File: src/rtl/riscv_pkg.sv
// Shared definitions for the register-file write-port controller.
// REGFILE_SIZE is the number of architectural registers per hardware thread.
package riscv_pkg;

  localparam int          REGFILE_SIZE        = 32;
  localparam int          REG_ADDR_W          = 5;
  localparam logic [4:0]  SP_REG_IDX          = 5'd2;
  localparam logic [31:0] DEFAULT_SP_BASE     = 32'h0000_1000;
  localparam logic [31:0] DEFAULT_STACK_BYTES = 32'h0000_0400;

  typedef enum logic [1:0] {
    RF_INIT  = 2'd0,
    RF_RUN   = 2'd1,
    RF_CLEAR = 2'd2
  } rf_ctrl_state_t;

endpackage

File: src/rtl/regfile_init_ctrl.sv
// Write-port sequencer / arbiter in front of the multithreaded BRAM register
// file. After reset it sweeps every (thread, register) entry to a known value
// and holds o_init_done low until that is finished. At run time it forwards
// writeback writes (dropping x0) and services per-thread clear requests in
// write-port slots that writeback leaves idle.
//
// Optional build macro: REGFILE_SP_INIT_EN -- when defined, the sweep and the
// per-thread clear write x2 of thread t with SP_BASE - t*STACK_BYTES instead
// of zero.
//
// Clear handshake: i_clr_req is a level held with a stable i_clr_thread until
// o_clr_ack pulses for one cycle. The request is not sampled in the ack cycle
// itself; if it is still high in the cycle after the ack, a new clear starts.
// Requests raised during the post-reset sweep stay pending until it completes.
module regfile_init_ctrl
  import riscv_pkg::*;
#(
  parameter int                 DWIDTH      = 32,
  parameter int                 NUM_THREADS = 4,
  parameter logic [DWIDTH-1:0]  SP_BASE     = DWIDTH'(DEFAULT_SP_BASE),
  parameter logic [DWIDTH-1:0]  STACK_BYTES = DWIDTH'(DEFAULT_STACK_BYTES)
) (
  input  logic                           clk,
  input  logic                           reset_n,
  input  logic                           i_wb_wr_en,
  input  logic [$clog2(NUM_THREADS)-1:0] i_wb_thread,
  input  logic [4:0]                     i_wb_addr,
  input  logic [DWIDTH-1:0]              i_wb_data,
  input  logic                           i_clr_req,
  input  logic [$clog2(NUM_THREADS)-1:0] i_clr_thread,
  output logic                           o_clr_ack,
  output logic                           o_rf_wr_en,
  output logic [$clog2(NUM_THREADS)-1:0] o_rf_thread,
  output logic [4:0]                     o_rf_addr,
  output logic [DWIDTH-1:0]              o_rf_data,
  output logic                           o_init_done,
  output logic                           o_busy,
  output rf_ctrl_state_t                 o_dbg_state
);

  localparam int             TW       = $clog2(NUM_THREADS);
  localparam int             CW       = TW + REG_ADDR_W;
  localparam int             RF_SIZE  = NUM_THREADS * REGFILE_SIZE;
  localparam logic [CW-1:0]  CNT_LAST = CW'(RF_SIZE - 1);
  localparam logic [4:0]     REG_LAST = 5'(REGFILE_SIZE - 1);

  rf_ctrl_state_t    state, state_nxt;
  logic [CW-1:0]     cnt, cnt_nxt;
  logic [TW-1:0]     clr_thread, clr_thread_nxt;

  logic              wr_en_nxt;
  logic [TW-1:0]     thread_nxt;
  logic [4:0]        addr_nxt;
  logic [DWIDTH-1:0] data_nxt;
  logic              done_nxt;
  logic              ack_nxt;
  logic              busy_nxt;

  logic              wb_fwd;
  logic [TW-1:0]     sweep_thread;
  logic [4:0]        sweep_addr;
  logic [DWIDTH-1:0] sweep_wdata;

  // Entry targeted by the sweep: the whole file in INIT, one thread in CLEAR.
  assign sweep_thread = (state == RF_INIT) ? cnt[CW-1:REG_ADDR_W] : clr_thread;
  assign sweep_addr   = cnt[REG_ADDR_W-1:0];
  // A writeback write only occupies the port when it targets a real register.
  assign wb_fwd       = i_wb_wr_en && (i_wb_addr != 5'd0);

`ifdef REGFILE_SP_INIT_EN
  assign sweep_wdata = (sweep_addr == SP_REG_IDX)
                     ? SP_BASE - (DWIDTH'(sweep_thread) * STACK_BYTES)
                     : '0;
`else
  logic unused_sp_cfg;
  assign sweep_wdata   = '0;
  assign unused_sp_cfg = ^{SP_BASE, STACK_BYTES, SP_REG_IDX};
`endif

  assign o_dbg_state = state;

  // State, counter and registered outputs.
  always_ff @(posedge clk or negedge reset_n) begin
    if (!reset_n) begin
      state       <= RF_INIT;
      cnt         <= '0;
      clr_thread  <= '0;
      o_rf_wr_en  <= 1'b0;
      o_rf_thread <= '0;
      o_rf_addr   <= '0;
      o_rf_data   <= '0;
      o_init_done <= 1'b0;
      o_clr_ack   <= 1'b0;
      o_busy      <= 1'b1;
    end else begin
      state       <= state_nxt;
      cnt         <= cnt_nxt;
      clr_thread  <= clr_thread_nxt;
      o_rf_wr_en  <= wr_en_nxt;
      o_rf_thread <= thread_nxt;
      o_rf_addr   <= addr_nxt;
      o_rf_data   <= data_nxt;
      o_init_done <= done_nxt;
      o_clr_ack   <= ack_nxt;
      o_busy      <= busy_nxt;
    end
  end

  // Next state and next output values: sweep, forward or clear.
  always_comb begin
    state_nxt      = state;
    cnt_nxt        = cnt;
    clr_thread_nxt = clr_thread;
    wr_en_nxt      = 1'b0;
    thread_nxt     = o_rf_thread;
    addr_nxt       = o_rf_addr;
    data_nxt       = o_rf_data;
    done_nxt       = o_init_done;
    ack_nxt        = 1'b0;
    busy_nxt       = o_busy;

    case (state)
      RF_INIT: begin
        wr_en_nxt  = 1'b1;
        thread_nxt = sweep_thread;
        addr_nxt   = sweep_addr;
        data_nxt   = sweep_wdata;
        busy_nxt   = 1'b1;
        if (cnt == CNT_LAST) begin
          state_nxt = RF_RUN;
        end else begin
          cnt_nxt = cnt + 1'b1;
        end
      end

      RF_RUN: begin
        // First RUN cycle also raises init_done and drops busy.
        done_nxt   = 1'b1;
        busy_nxt   = 1'b0;
        wr_en_nxt  = wb_fwd;
        thread_nxt = i_wb_thread;
        addr_nxt   = i_wb_addr;
        data_nxt   = i_wb_data;
        if (i_clr_req && !o_clr_ack) begin
          state_nxt      = RF_CLEAR;
          cnt_nxt        = '0;
          clr_thread_nxt = i_clr_thread;
          busy_nxt       = 1'b1;
        end
      end

      RF_CLEAR: begin
        if (wb_fwd) begin
          // Writeback wins the port; the clear position holds.
          wr_en_nxt  = 1'b1;
          thread_nxt = i_wb_thread;
          addr_nxt   = i_wb_addr;
          data_nxt   = i_wb_data;
        end else begin
          wr_en_nxt  = 1'b1;
          thread_nxt = sweep_thread;
          addr_nxt   = sweep_addr;
          data_nxt   = sweep_wdata;
          if (sweep_addr == REG_LAST) begin
            state_nxt = RF_RUN;
            ack_nxt   = 1'b1;
            busy_nxt  = 1'b0;
          end else begin
            cnt_nxt = cnt + 1'b1;
          end
        end
      end

      default: begin
        state_nxt = RF_INIT;
        cnt_nxt   = '0;
      end
    endcase
  end

endmodule

File: config.mk
export PLATFORM = sky130hd
export DESIGN_NAME = regfile_init_ctrl
export DESIGN_NICKNAME = d
export VERILOG_FILES = /design/src/rtl/riscv_pkg.sv /design/src/rtl/regfile_init_ctrl.sv
export SDC_FILE = /design/constraint.sdc
export NUM_CORES = 1
export LEC_CHECK = 0
export ABC_AREA = 0
export ABC_CLOCK_PERIOD_IN_PS = 5050
export CAP_MARGIN = 10
export CORE_MARGIN = 1.5
export CORE_UTILIZATION = 47
export DETAILED_ROUTE_END_ITERATION = 8
export PLACE_DENSITY = 0.84
export SYNTH_ARGS = -nofsm -noshare
export SYNTH_HDL_FRONTEND = slang
export SYNTH_SLANG_ARGS = --single-unit
File: constraint.sdc
create_clock -name clk -period 5.05 [get_ports clk]
set_input_delay 1.01 -clock clk [delete_from_list [all_inputs] [get_ports clk]]
set_output_delay 1.01 -clock clk [all_outputs]
set_load 0.01 [all_outputs]
Yosys cells after proc, flatten, opt, wreduce, memory -nomap -nowiden
Index checks and enable logic that the tools add are counted.
Widths: inputs -> output; s select.
{"block": "op_classes", "n_mux": 25, "n_addsub": 1, "reduce_logical": 11, "n_eq_ne": 10}
{"operator": "$pmux 32 s3", "n": 1}
{"operator": "$mux 32", "n": 1}
{"operator": "$mux 7", "n": 4}
{"operator": "$pmux 7 s3", "n": 1}
{"operator": "$pmux 5 s3", "n": 1}
{"operator": "$mux 2", "n": 6}
{"operator": "$pmux 2 s3", "n": 2}
{"operator": "$ne 2x2->1 const B", "n": 5}
{"operator": "$reduce_and 4->1", "n": 2}
{"operator": "$add 7x1->7 const B", "n": 1}
{"operator": "$eq 7x7->1 const B", "n": 1}
{"operator": "$mux 1", "n": 6}
{"operator": "$eq 5x5->1 const B", "n": 1}
{"operator": "$mux 5", "n": 1}
{"operator": "$reduce_bool 5->1", "n": 1}
{"operator": "$pmux 1 s3", "n": 1}
{"operator": "$reduce_and 3->1", "n": 1}
{"operator": "$reduce_bool 3->1", "n": 1}
{"operator": "$eq 2x1->1 const B", "n": 1}
{"operator": "$eq 2x2->1 const B", "n": 1}
{"operator": "$logic_and 1x1->1", "n": 2}
{"operator": "$logic_not 2->1", "n": 1}
{"operator": "$ne 2x1->1 const B", "n": 1}
{"operator": "$pmux 1 s2", "n": 1}
{"operator": "3 further kinds", "n": 3}
{"block": "word_totals", "register_bits": 54, "wordCells": 57, "in_bits": 45}

Longest topological paths before layout
Gate-level depths: netlist of run 1.
{"block": "depth", "depth_word": 4, "ltp_mapped": 9, "mapped_depth_nobuf": 8}

Worst setup path after synthesis of run 1
No wires, ideal clock.
{"block": "synth_timing", "path_kind": "input -> register", "start": "input port i_wb_addr[4]", "end": "register cnt[2]", "path_stages": 5, "arrival_ps": 2541, "setup_slack_ps": 2431, "required_time_ps": 4973, "n_path_buf": 1, "setup_ps": 77, "path_cell_list": "or4_4 > o31a_1 > buf_6 > or4_1 > a21oi_1"}
{"block": "synth_via", "elab_chain_cells": 4}
{"item": "from (decl)", "line_no": "regfile_init_ctrl.sv:27", "text": "input logic [4:0] i_wb_addr,"}
{"item": "$reduce_bool 5->1", "line_no": "regfile_init_ctrl.sv:68", "text": "assign wb_fwd = i_wb_wr_en && (i_wb_addr != 5'd0);"}
{"item": "$logic_and 1x1->1", "line_no": "regfile_init_ctrl.sv:68"}
{"item": "$ne 2x2->1 (no source line)"}
{"item": "$reduce_and 4->1 (no source line)"}
{"item": "to (signal assigned)", "line_no": "regfile_init_ctrl.sv:97", "text": "cnt <= cnt_nxt;"}
{"item": "to (decl)", "line_no": "regfile_init_ctrl.sv:48", "text": "logic [CW-1:0] cnt, cnt_nxt;"}
No other way between the ends.
A chain may end at the register's enable or synchronous reset.

Worst setup path in the final report of run 1
{"block": "layout_timing", "start": "input port i_wb_addr[1]", "end": "register cnt[5]"}
The elaborated chain is that of the path after synthesis.

==> results.cfg, run 1 <==
[job]
max-cap-violations = 0

[synthesis]
yosys.area.top_type = dfrtp_1
yosys_warnings = 0
synth.area.top_cells = dfrtp_1, a22o_1, ha_1, a221o_1, mux2_2
synth_cells = 187
synth.distinct_cells = 36
synth_nets = 238
syn-cell-area_mm2 = 0.00230
yosysSeqAreaShare = 0.588
synth_seq_cells = 54
postSynthAreaPerCell_um2 = 12.3
yosysTopAreaCellShare = 0.577

[grt]
grt_overflow = 0
antenna_found_initial = 0
grt_pass1_vias = 1791
grt_start_max_net_pins = 55
grt_first_pass_wirelength_um = 9090
gr-usage-all-layers = 0.224

[pwr]
total_power_mw = 1.76
p_leak_nw = 1.45
ir_drop_v = 0.000345
p_per_area_mw_per_mm2 = 525

[placed_design]
hpwl_um = 4030
io_buffers = 89
place.gp.congestion = 0.770

[drt]
drc_errors = 0
vias = 1919
ant_nets = 0
drtPass1Iterations = 4
drt_iter0_drc = 142
wire_per_inst_um = 16.8
routed_wl_um = 5760
vias_per_cell = 5.59

[floorplan]
rows = 25
die_y_um = 72.9
dieArea_mm2 = 0.00532
core-area_mm2 = 0.00472
start_util = 0.487
io_pins = 90
die_x_um = 72.9

[sta]
worst_hold_slack_ns = 0.489
fmax_mhz = 343
rsz0062_at_grt = no
finalHoldViolations = 0
period_share = 0.577
skew_ns = 0.00284
finalSetupTns_ns = 0
worst_pin_slew_ns = 0.663
period_needed_ns = 2.91
finalMaxSlewViolations = 0
finalSetupViolations = 0
relSlewSlack = 0.558

[clock_tree]
path_clk_slew_ns = 0.09
htreeDepth = 2
cts_resized = 0
clock-sinks = 54
root_buffer = clkbuf_8
clock_path_buffers = 2
cts_hold_buf = 0
cts_setup_buffers = 0
clock_latency_ns = 0.30
cts_tree = yes
cts-buffers-inserted = 5

[critical_path]
critPathBufInv = 1
required_ns = 5.27
endpoint_kind = flip-flop
arrival_ns = 3.13
cp-start-kind = primary input
path_cells = clkdlybuf4s50_1 -> or4_4 -> o31a_1 -> or4_1 -> a21oi_1
crit_family = simple AND/OR/NAND/NOR gates
slowest_stage = or4_4
critical_path_class = in -> reg
path_max_fanout = 12
max_stage_delay_ns = 0.56

[layout]
antenna_cells = 0
mostFrequentLayoutCell = clkdlybuf4s50_1
final_cell_mix = clkdlybuf4s50_1, dfrtp_1, a22o_1
area_growth_pct = 46.3
drive_gt1_frac = 0.0797
nets = 327

[min_path]
min_path_type = reg -> reg

[status]
status = completed
[area by class of cell]
| type | instances | area (um2) |
|---|---|---|
| flip-flops and latches | 54 | 1350 |
| multi-input cells | 113 | 866 |
| clock buffers | 6 | 82.6 |
| clock inverters | 1 | 30.0 |
| well taps | 67 | 83.8 |
| repair buffers | 93 | 913 |
| fillers | 352 | 1360 |
| inverters | 9 | 33.8 |
[report_power, final]
part | switching, mW | internal, mW
Clock | 0.126 | 0.159
Sequential | 0.0901 | 0.580
Combinational | 0.390 | 0.419
[synth_stat cells (all sizes together)]
library cell	number
a221o	7
nor2b	1
nand2b	1
dfrtp	53
a41oi	1
or3	1
nand3	2
and2	6
o21a	3
dfstp	1
o21ai	6
o211ai	2
or4	4
or2	1
mux2	4
a22o	32
and4	1
o31a	2
buf	3
ha	6
a21oi	8
a31oi	2
nor3b	1
inv	9
o221ai	1
o31ai	6
nand2	8
o22ai	2
clkbuf	8
nor2	4
o32ai	1
[stage by stage]
step                 util  instance area (um2)  std cells  setup WS (ns)
floorplan               -                 2300        187           2.43
finish              0.712                 3360        343           2.14
CTS                 0.711                 3360        342           2.16
global route        0.712                 3360        343           2.06
detailed placement  0.687                 3240        335           1.84
global placement    0.687                 3240        335           1.93
[final timing paths]
kind	from	to	slack, ns	cells after the start
setup / recovery	i_wb_addr[1]	cnt[5]	2.14	5
hold / removal	o_init_done	o_init_done	0.49	1
setup reg to reg	cnt[0]	cnt[5]	2.68	7
hold reg to reg	o_init_done	o_init_done	0.49	1
max in group asynchronous	reset_n	cnt[2]	3.78	2
min in group asynchronous	reset_n	o_rf_data[23]	0.81	2
[routing by layer]
metal | vias up | routed length (um) | track usage
li1 | 889 | - | -
met5 | - | 0 | 0
met3 | 7 | 429 | 0.0387
met4 | 0 | 63 | 0.0566
met1 | 934 | 2490 | 0.311
met2 | 89 | 2770 | 0.367
[registers in the layout (all words and copies together), names as in the netlist, 2 cells and up]
register and cells:
clr_thread 2, o_rf_addr 5, o_dbg_state 2, o_rf_thread 2, o_rf_data 32, cnt 7
[cells by family (layout without fill, tap and decap cells)]
family | count (synthesis) | after routing | synth area share
AO/OA/AOI/OAI | 73 | 73 | 0.250
flip-flops | 54 | 54 | 0.588
AND/OR/NAND/NOR | 30 | 30 | 0.0730
adder cells (fa/ha/maj) | 6 | 6 | 0.0327
buffers and inverters | 20 | 109 | 0.0365
multiplexers | 4 | 4 | 0.0196
Power figures use the tool's default switching activity.
==> inputs of run 2 (changes only) <==
--- a/config.mk
+++ b/config.mk
@@ -6,12 +6,12 @@
 export NUM_CORES = 1
 export LEC_CHECK = 0
 export ABC_AREA = 0
-export ABC_CLOCK_PERIOD_IN_PS = 5050
+export ABC_CLOCK_PERIOD_IN_PS = 3000
 export CAP_MARGIN = 10
 export CORE_MARGIN = 1.5
-export CORE_UTILIZATION = 47
+export CORE_UTILIZATION = 43
 export DETAILED_ROUTE_END_ITERATION = 8
-export PLACE_DENSITY = 0.84
+export PLACE_DENSITY = 0.78
 export SYNTH_ARGS = -nofsm -noshare
 export SYNTH_HDL_FRONTEND = slang
 export SYNTH_SLANG_ARGS = --single-unit
==> constraint.sdc (replaced) <==
create_clock -name clk -period 3 [get_ports clk]
set_input_delay 0.6 -clock clk [delete_from_list [all_inputs] [get_ports clk]]
set_output_delay 0.6 -clock clk [all_outputs]
set_load 0.01 [all_outputs]
==> run 2 against run 1 <==
Hold slack worse by 0.21 ns. Sequential power is 69% higher. Design area increased by 0.41%. Worst setup slack worse by 1.6 ns. Critical path depth unchanged. Critical path type unchanged. Non-clock buffer count is 1 higher. Cell count grew 1.5%. Clock skew grew 0.0075 ns. Core utilization shrank 5.5 points.
==> results.cfg, run 2 (synthesis gave the netlist of run 1 again) <==
[drt]
drt_iter0_drc = 53
drc_errors = 0
vias = 1924
drtPass1Iterations = 4
wire_per_inst_um = 15.9
vias_per_cell = 5.53
ant_nets = 0
routed_wl_um = 5540

[clock_tree]
cts_hold_buf = 0
cts_tree = yes
cts_resized = 0
cts_setup_buffers = 0
clock_path_buffers = 2
htreeDepth = 2
path_clk_slew_ns = 0.10
clock_latency_ns = 0.31
root_buffer = clkbuf_8
cts-buffers-inserted = 5
clock-sinks = 54

[sta]
relSlewSlack = 0.210
finalHoldViolations = 0
worst_pin_slew_ns = 1.18
period_needed_ns = 2.49
finalSetupViolations = 0
rsz0062_at_grt = no
finalSetupTns_ns = 0
finalMaxSlewViolations = 0
period_share = 0.830
fmax_mhz = 401
skew_ns = 0.0103

[grt]
gr-usage-all-layers = 0.198
antenna_found_initial = 0
grt_start_max_net_pins = 42
top_usage_layer = met2
grt_first_pass_wirelength_um = 9030
met1_usage = 0.277
grt_overflow = 0
grt_pass1_vias = 1763
grt_use_met3 = 0.0455
grtUsageMet2 = 0.306

[critical_path]
endpoint_kind = flip-flop
path_max_fanout = 12
cp-start-kind = primary input
required_ns = 3.23
critical_path_class = in -> reg
arrival_ns = 2.73

[layout]
largest-register = o_rf_data
largest_register_ffs = 32
final_cell_mix = clkdlybuf4s50_1, dfrtp_1, a22o_1
drive_gt1_frac = 0.0863
nets = 328
area_growth_pct = 46.9
finalNonFillerCells = 348
antenna_cells = 0
mostFrequentLayoutCell = clkdlybuf4s50_1
reg_top3 = o_rf_data (32), cnt (7), o_rf_addr (5)

[placed_design]
place.gp.congestion = 0.823
hpwl_um = 4080
place_inst = 340
io_buffers = 89

[pwr]
p_per_area_mw_per_mm2 = 874
ir_drop_v = 0.000684
p_leak_nw = 1.46
total_power_mw = 2.95

[floorplan]
die_x_um = 76.1
io_pins = 90
start_util = 0.447
die_y_um = 76.1
dieArea_mm2 = 0.00579
core-area_mm2 = 0.00514
rows = 26

[min_path]
min_path_type = in -> async

[status]
status = completed

[job]
max-cap-violations = 0
[run 2: cell types whose count changed in the layout (fill, tap and decap cells not counted)]
cell       delta
clkinv_4      +1
clkbuf_8      +1
buf_2         -1
a21oi_4       +1
a21oi_2       -1
bufinv_16     -1
buf_4         +2
[run 2: layout make-up]
| class | count | area, um2 |
|---|---|---|
| clock buffers | 7 | 96.3 |
| clock inverters | 1 | 8.76 |
| fillers | 437 | 1760 |
| inverters | 9 | 33.8 |
| multi-input cells | 113 | 873 |
| flip-flops and latches | 54 | 1350 |
| well taps | 70 | 87.6 |
| repair buffers | 94 | 923 |
[run 2: report_power, final]
group          switching, mW  internal, mW  total [mW]
logic                  0.658         0.725        1.38
registers              0.154         0.976        1.13
clock network          0.227         0.212       0.439
total                   1.04          1.91        2.95
[run 2: worst max-delay path: stages]
cell and delay, ns:
clkdlybuf4s50_1 0.42, or4_4 0.58, o31a_1 0.39, or4_1 0.57, a21oi_1 0.16
[run 2: path summary, 6_finish.rpt]
kind | endpoint | startpoint | slack (ns) | cells past startpoint
max | cnt[3] | i_wb_addr[4] | 0.51 | 5
min | o_init_done | reset_n | 0.28 | 1
max reg2reg | cnt[0] | o_dbg_state[0] | 0.52 | 6
min reg2reg | o_init_done | o_init_done | 0.48 | 1
max in group asynchronous | o_rf_data[6] | reset_n | 2.10 | 2
min in group clk | o_init_done | o_init_done | 0.48 | 1
[run 2: metal layers]
layer  vias up  part of all wire
li1        895                 -
met1       947              0.46
met2        71              0.48
met3        11             0.046
met4         0             0.016
met5         -                 0
[run 2: per-stage QoR]
step / instance area, um2 / hold slack (ns) / util / setup slack, ns
2_1_floorplan: 2300 / 0.304 / - / 0.791
3_3_place_gp: 3270 / 0.456 / 0.636 / 0.287
3_5_place_dp: 3270 / 0.448 / 0.636 / 0.220
4_1_cts: 3380 / 0.292 / 0.657 / 0.533
5_1_grt: 3380 / 0.320 / 0.657 / 0.310
6_report: 3380 / 0.276 / 0.657 / 0.509
==> RTL change 1 (flow settings as in run 2) <==
Change the parameter `DWIDTH` from 32 to 16.
--- a/src/rtl/regfile_init_ctrl.sv
+++ b/src/rtl/regfile_init_ctrl.sv
@@ -16,5 +16,5 @@
   import riscv_pkg::*;
 #(
-  parameter int                 DWIDTH      = 32,
+  parameter int                 DWIDTH      = 16,
   parameter int                 NUM_THREADS = 4,
   parameter logic [DWIDTH-1:0]  SP_BASE     = DWIDTH'(DEFAULT_SP_BASE),
Interface: changed (resized i_wb_data and o_rf_data); port bits go from 90 to 58. The function was not compared with the original's and may differ.
==> RTL change 1 against run 2 <==
Register-to-register slack worse by 0.05 ns; setup slack worse by 0.035 ns; die area is 21% lower; fmax is 1.4% lower; sequential share of layout area is 2.0 points lower; critical path depth is 3 higher; largest cell class unchanged; sequential cell count is 16 lower; wire length is 24% lower; design area is 26% lower; area after synthesis is 22% lower.
Power is not compared: it rests on default switching activity, and its combinational part moved more than twofold at a synthesized area within 25%.
==> RTL change 1: results (changes against run 2) <==
- The largest net degree at the start of global routing came to 39 (was 42).
- Leading registers by flop count: o_rf_data x16, cnt x7, o_rf_addr x5 (was o_rf_data x32, cnt x7, o_rf_addr x5).
- Synth top cells by count: 37 x sky130_fd_sc_hd__dfrtp_1, 16 x sky130_fd_sc_hd__a22o_1, 10 x sky130_fd_sc_hd__nand2_1 (was 53 x sky130_fd_sc_hd__dfrtp_1, 32 x sky130_fd_sc_hd__a22o_1, 9 x sky130_fd_sc_hd__inv_1).
- The count of vias placed by the detailed router is 1453 (was 1924).
- The global-route wire length before repair is 6800 µm (was 9030 µm).
- The met2 wire length is 2110 µm (was 2660 µm).
- Cell types occupying the most area after synthesis: sky130_fd_sc_hd__dfrtp_1 51%, sky130_fd_sc_hd__a22o_1 7.8%, sky130_fd_sc_hd__ha_1 4.9% (was sky130_fd_sc_hd__dfrtp_1 58%, sky130_fd_sc_hd__a22o_1 12%, sky130_fd_sc_hd__ha_1 3.3%).
- The share of async-settable or async-resettable flops after synthesis was 100% (unchanged).
- The global placer's final weighted congestion is 0.839 (was 0.823).
- The slew at the pin closest to its max-slew limit is 0.995 ns (was 1.18 ns).
- The count of fill cells added during filler insertion was 321 (was 437).
- The largest clock skew in the final design was 0.00374 ns (was 0.0103 ns).
- The met1 demand-to-capacity share in global routing is 26.7% (was 27.7%).
- The count of cells resized by post-cts repair is 0 (unchanged).
- The global routing met3 resource utilization is 5.00% (was 4.55%).
- The clock transition time at the flip-flop clock pins of the worst setup and hold paths came to 0.07 ns (was 0.10 ns).
- The clock network latency to the later pin of the worst-skew pair is 0.29 ns (was 0.31 ns).
- The amount of wire on met3 after detailed routing was 249 µm (was 253 µm).
- The final layout net count is 247 (was 328).
- The via count of the first global-routing pass came to 1395 (was 1763).
- The detail-routed net length per standard cell is 16.1 µm (was 15.9 µm).
- The post-route met1 wirelength is 1790 µm (was 2540 µm).
- The global-route met2 utilization is 32.2% (was 30.6%).
- The placed wire-length estimate after detailed placement was 3090 µm (was 4080 µm).
- The sequential-to-total area share from yosys stat came to 53.0% (was 58.8%).
- Outcome: completed (unchanged).
- The number of violations reported at the end of detailed-routing iteration 0 is 110 (was 53).
-- RTL change 1: cell count changes after synthesis, sizes merged, moves of 3 or more --
cell,delta
a22o,-16
dfrtp,-16
clkbuf,-5
a21oi,-4
nand2b,+4
nor4,+3
o21a,-3
-- RTL change 1: critical path, cell delays in order (launching register included) --
cell and delay [ns]:
sky130_fd_sc_hd__dfrtp_1 0.43, sky130_fd_sc_hd__ha_1 0.23, sky130_fd_sc_hd__nand3_1 0.16, sky130_fd_sc_hd__inv_1 0.06, sky130_fd_sc_hd__ha_1 0.22, sky130_fd_sc_hd__or3_1 0.32
sky130_fd_sc_hd__o221a_1 0.36, sky130_fd_sc_hd__or4_1 0.54, sky130_fd_sc_hd__a21oi_1 0.14
-- RTL change 1: cell families after synthesis --
family | after synthesis | synth area share, %
AO/OA/AOI/OAI | 47 | 21.7
adder cells (fa/ha/maj) | 7 | 4.87
buffers and inverters | 14 | 3.55
flip-flops | 38 | 53.0
multiplexers | 7 | 4.24
AND/OR/NAND/NOR | 39 | 12.7
-- RTL change 1: through the flow --
| stage | power (mW) | cell area (µm²) | instances | setup slack (ns) | hold WS, ns |
|---|---|---|---|---|---|
| floorplan | 0.527 | 1800 | 152 | 0.770 | 0.304 |
| global placement | 0.576 | 2400 | 254 | 0.401 | 0.456 |
| detailed placement | 0.577 | 2400 | 254 | 0.354 | 0.465 |
| CTS | 0.940 | 2500 | 262 | 0.477 | 0.428 |
| global route | 0.963 | 2500 | 262 | 0.332 | 0.472 |
| finish | 0.929 | 2500 | 262 | 0.474 | 0.398 |
-- RTL change 1: power breakdown --
part / internal (mW) / switching (mW)
clock network: 0.185 / 0.178
registers: 0.512 / 0
logic: 0.0336 / 0.0210
total: 0.730 / 0.199
-- RTL change 1: final cells by class --
type | instances | area, µm² | share of cell area [%]
Tap cell | 50 | 62.6 | 2.50
Clock buffer | 6 | 82.6 | 3.30
Multi-Input combinational cell | 100 | 782 | 31.3
Sequential cell | 38 | 952 | 38.1
Inverter | 7 | 26.3 | 1.05
Timing Repair Buffer | 59 | 581 | 23.2
Clock inverter | 2 | 12.5 | 0.501
-- RTL change 1: final timing paths --
path / start / to / slack [ns] / depth (start not counted)
min reg2reg: o_init_done / o_init_done / 0.49 / 1
max reg2reg: cnt[0] / cnt[3] / 0.47 / 8
max: cnt[0] / cnt[3] / 0.47 / 8
min: reset_n / cnt[0] / 0.40 / 1
max in group asynchronous: reset_n / o_rf_data[2] / 2.08 / 1
min in group clk: o_init_done / o_init_done / 0.49 / 1
==> RTL change 2 (settings of run 2) <==
Without the edit above. `o_rf_data` no longer has a reset.
--- a/src/rtl/regfile_init_ctrl.sv
+++ b/src/rtl/regfile_init_ctrl.sv
@@ -89,5 +89,4 @@
       o_rf_thread <= '0;
       o_rf_addr   <= '0;
-      o_rf_data   <= '0;
       o_init_done <= 1'b0;
       o_clr_ack   <= 1'b0;
@@ -100,9 +99,12 @@
       o_rf_thread <= thread_nxt;
       o_rf_addr   <= addr_nxt;
-      o_rf_data   <= data_nxt;
       o_init_done <= done_nxt;
       o_clr_ack   <= ack_nxt;
       o_busy      <= busy_nxt;
     end
+  end
+
+  always_ff @(posedge clk) begin
+    o_rf_data <= data_nxt;
   end
 
Check against the original RTL: same outputs for any inputs over 10 cycles, from zero or initial values and one cycle with reset_n low; that may be too few to reach the edited logic, so the function may still have changed.
==> RTL change 2 against run 2 <==
Combinational power shrank 7%; wire length shrank 8.2%; worst hold slack gained 0.22 ns; die area grew 4.7%; sequential cell count is the same; largest power group unchanged; via count shrank 7.4%; total power shrank 2.4%; area after synthesis grew 4.8%; sequential power grew 6%; critical path type is now reg -> reg; fmax grew 10%; setup slack gained 0.24 ns; design area grew 2.9%.
==> RTL change 2: results (changes against run 2) <==
- The largest clock skew in the final design is 0.00631 ns (was 0.0103 ns).
- The share of the synthesized netlist area taken by xor and xnor gates is 0.363% (was 0%).
- The clock network power share is 13.7% (was 14.9%).
- Outcome: completed (unchanged).
- The cell count after synthesis is 194 (was 187).
- The count of different cell masters after synthesis was 35 (was 36).
- The sequential-to-total area share from yosys stat is 62.8% (was 58.8%).
- The internal power summed over all cells is 1.90 mW (was 1.91 mW).
- The worst reg2reg path depth is 9 (was 6).
- The global router's overall resource usage is 18.0% (was 19.8%).
- The share of final-layout standard cells stronger than drive strength 1 is 9.34% (was 8.63%).
- The largest fanout on the critical path is 5 (was 12).
- The number of flops mapped to enable cells by yosys is 32 (was 0).
- The number of violations reported at the end of detailed-routing iteration 0 was 80 (was 53).
- The multi-input logic area came to 833 µm² (was 873 µm²).
- The number of buffers other than clock buffers in the final layout is 92 (was 94).
- The post-placement cell count was 353 (was 340).
- The mux share of post-synthesis cell area is 2.34% (was 1.96%).
- The largest net degree at the start of global routing is 40 (was 42).
- The type of element launching the critical path is a register (was primary input).
- The library cell contributing the largest single delay on the critical path is sky130_fd_sc_hd__dfrtp_1 (was sky130_fd_sc_hd__or4_4).
- The number of clock buffer instances in the layout came to 6 (was 7).
- The post-synthesis net count is 245 (was 238).
- The via count of the first global-routing pass was 1695 (was 1763).
- The biggest cell delay along the critical path is 0.44 ns (was 0.58 ns).
- The areal power density over the cells is 829 nW/µm² (was 874 nW/µm²).
- The global placer's final weighted congestion is 0.835 (was 0.823).
- The reported leakage power is 1.40 nW (was 1.46 nW).
- The count of fill cells added during filler insertion is 435 (was 437).
-- RTL change 2: cell types whose count changed after synthesis, moves of 6 or more --
cell and change:
sky130_fd_sc_hd__dfrtp_1 -32, sky130_fd_sc_hd__edfxtp_1 +32, sky130_fd_sc_hd__o21ai_0 +7, sky130_fd_sc_hd__and2_1 +27
sky130_fd_sc_hd__nand2_1 +11, sky130_fd_sc_hd__a22oi_1 +7, sky130_fd_sc_hd__a22o_1 -32, sky130_fd_sc_hd__a221o_1 -6
-- RTL change 2: worst paths after layout --
path,slack [ns],to
max in group asynchronous,2.10,o_busy
min reg2reg,0.49,o_init_done
max,0.74,cnt[5]
max reg2reg,0.74,cnt[5]
min,0.49,o_init_done
min in group asynchronous,0.63,clr_thread[1]
-- RTL change 2: per-layer routing --
layer | global-route usage (%) | wire (µm)
met1 | 24.0 | 2300
met2 | 28.6 | 2370
met3 | 4.35 | 346
met4 | 6.00 | 67
met5 | 0 | 0
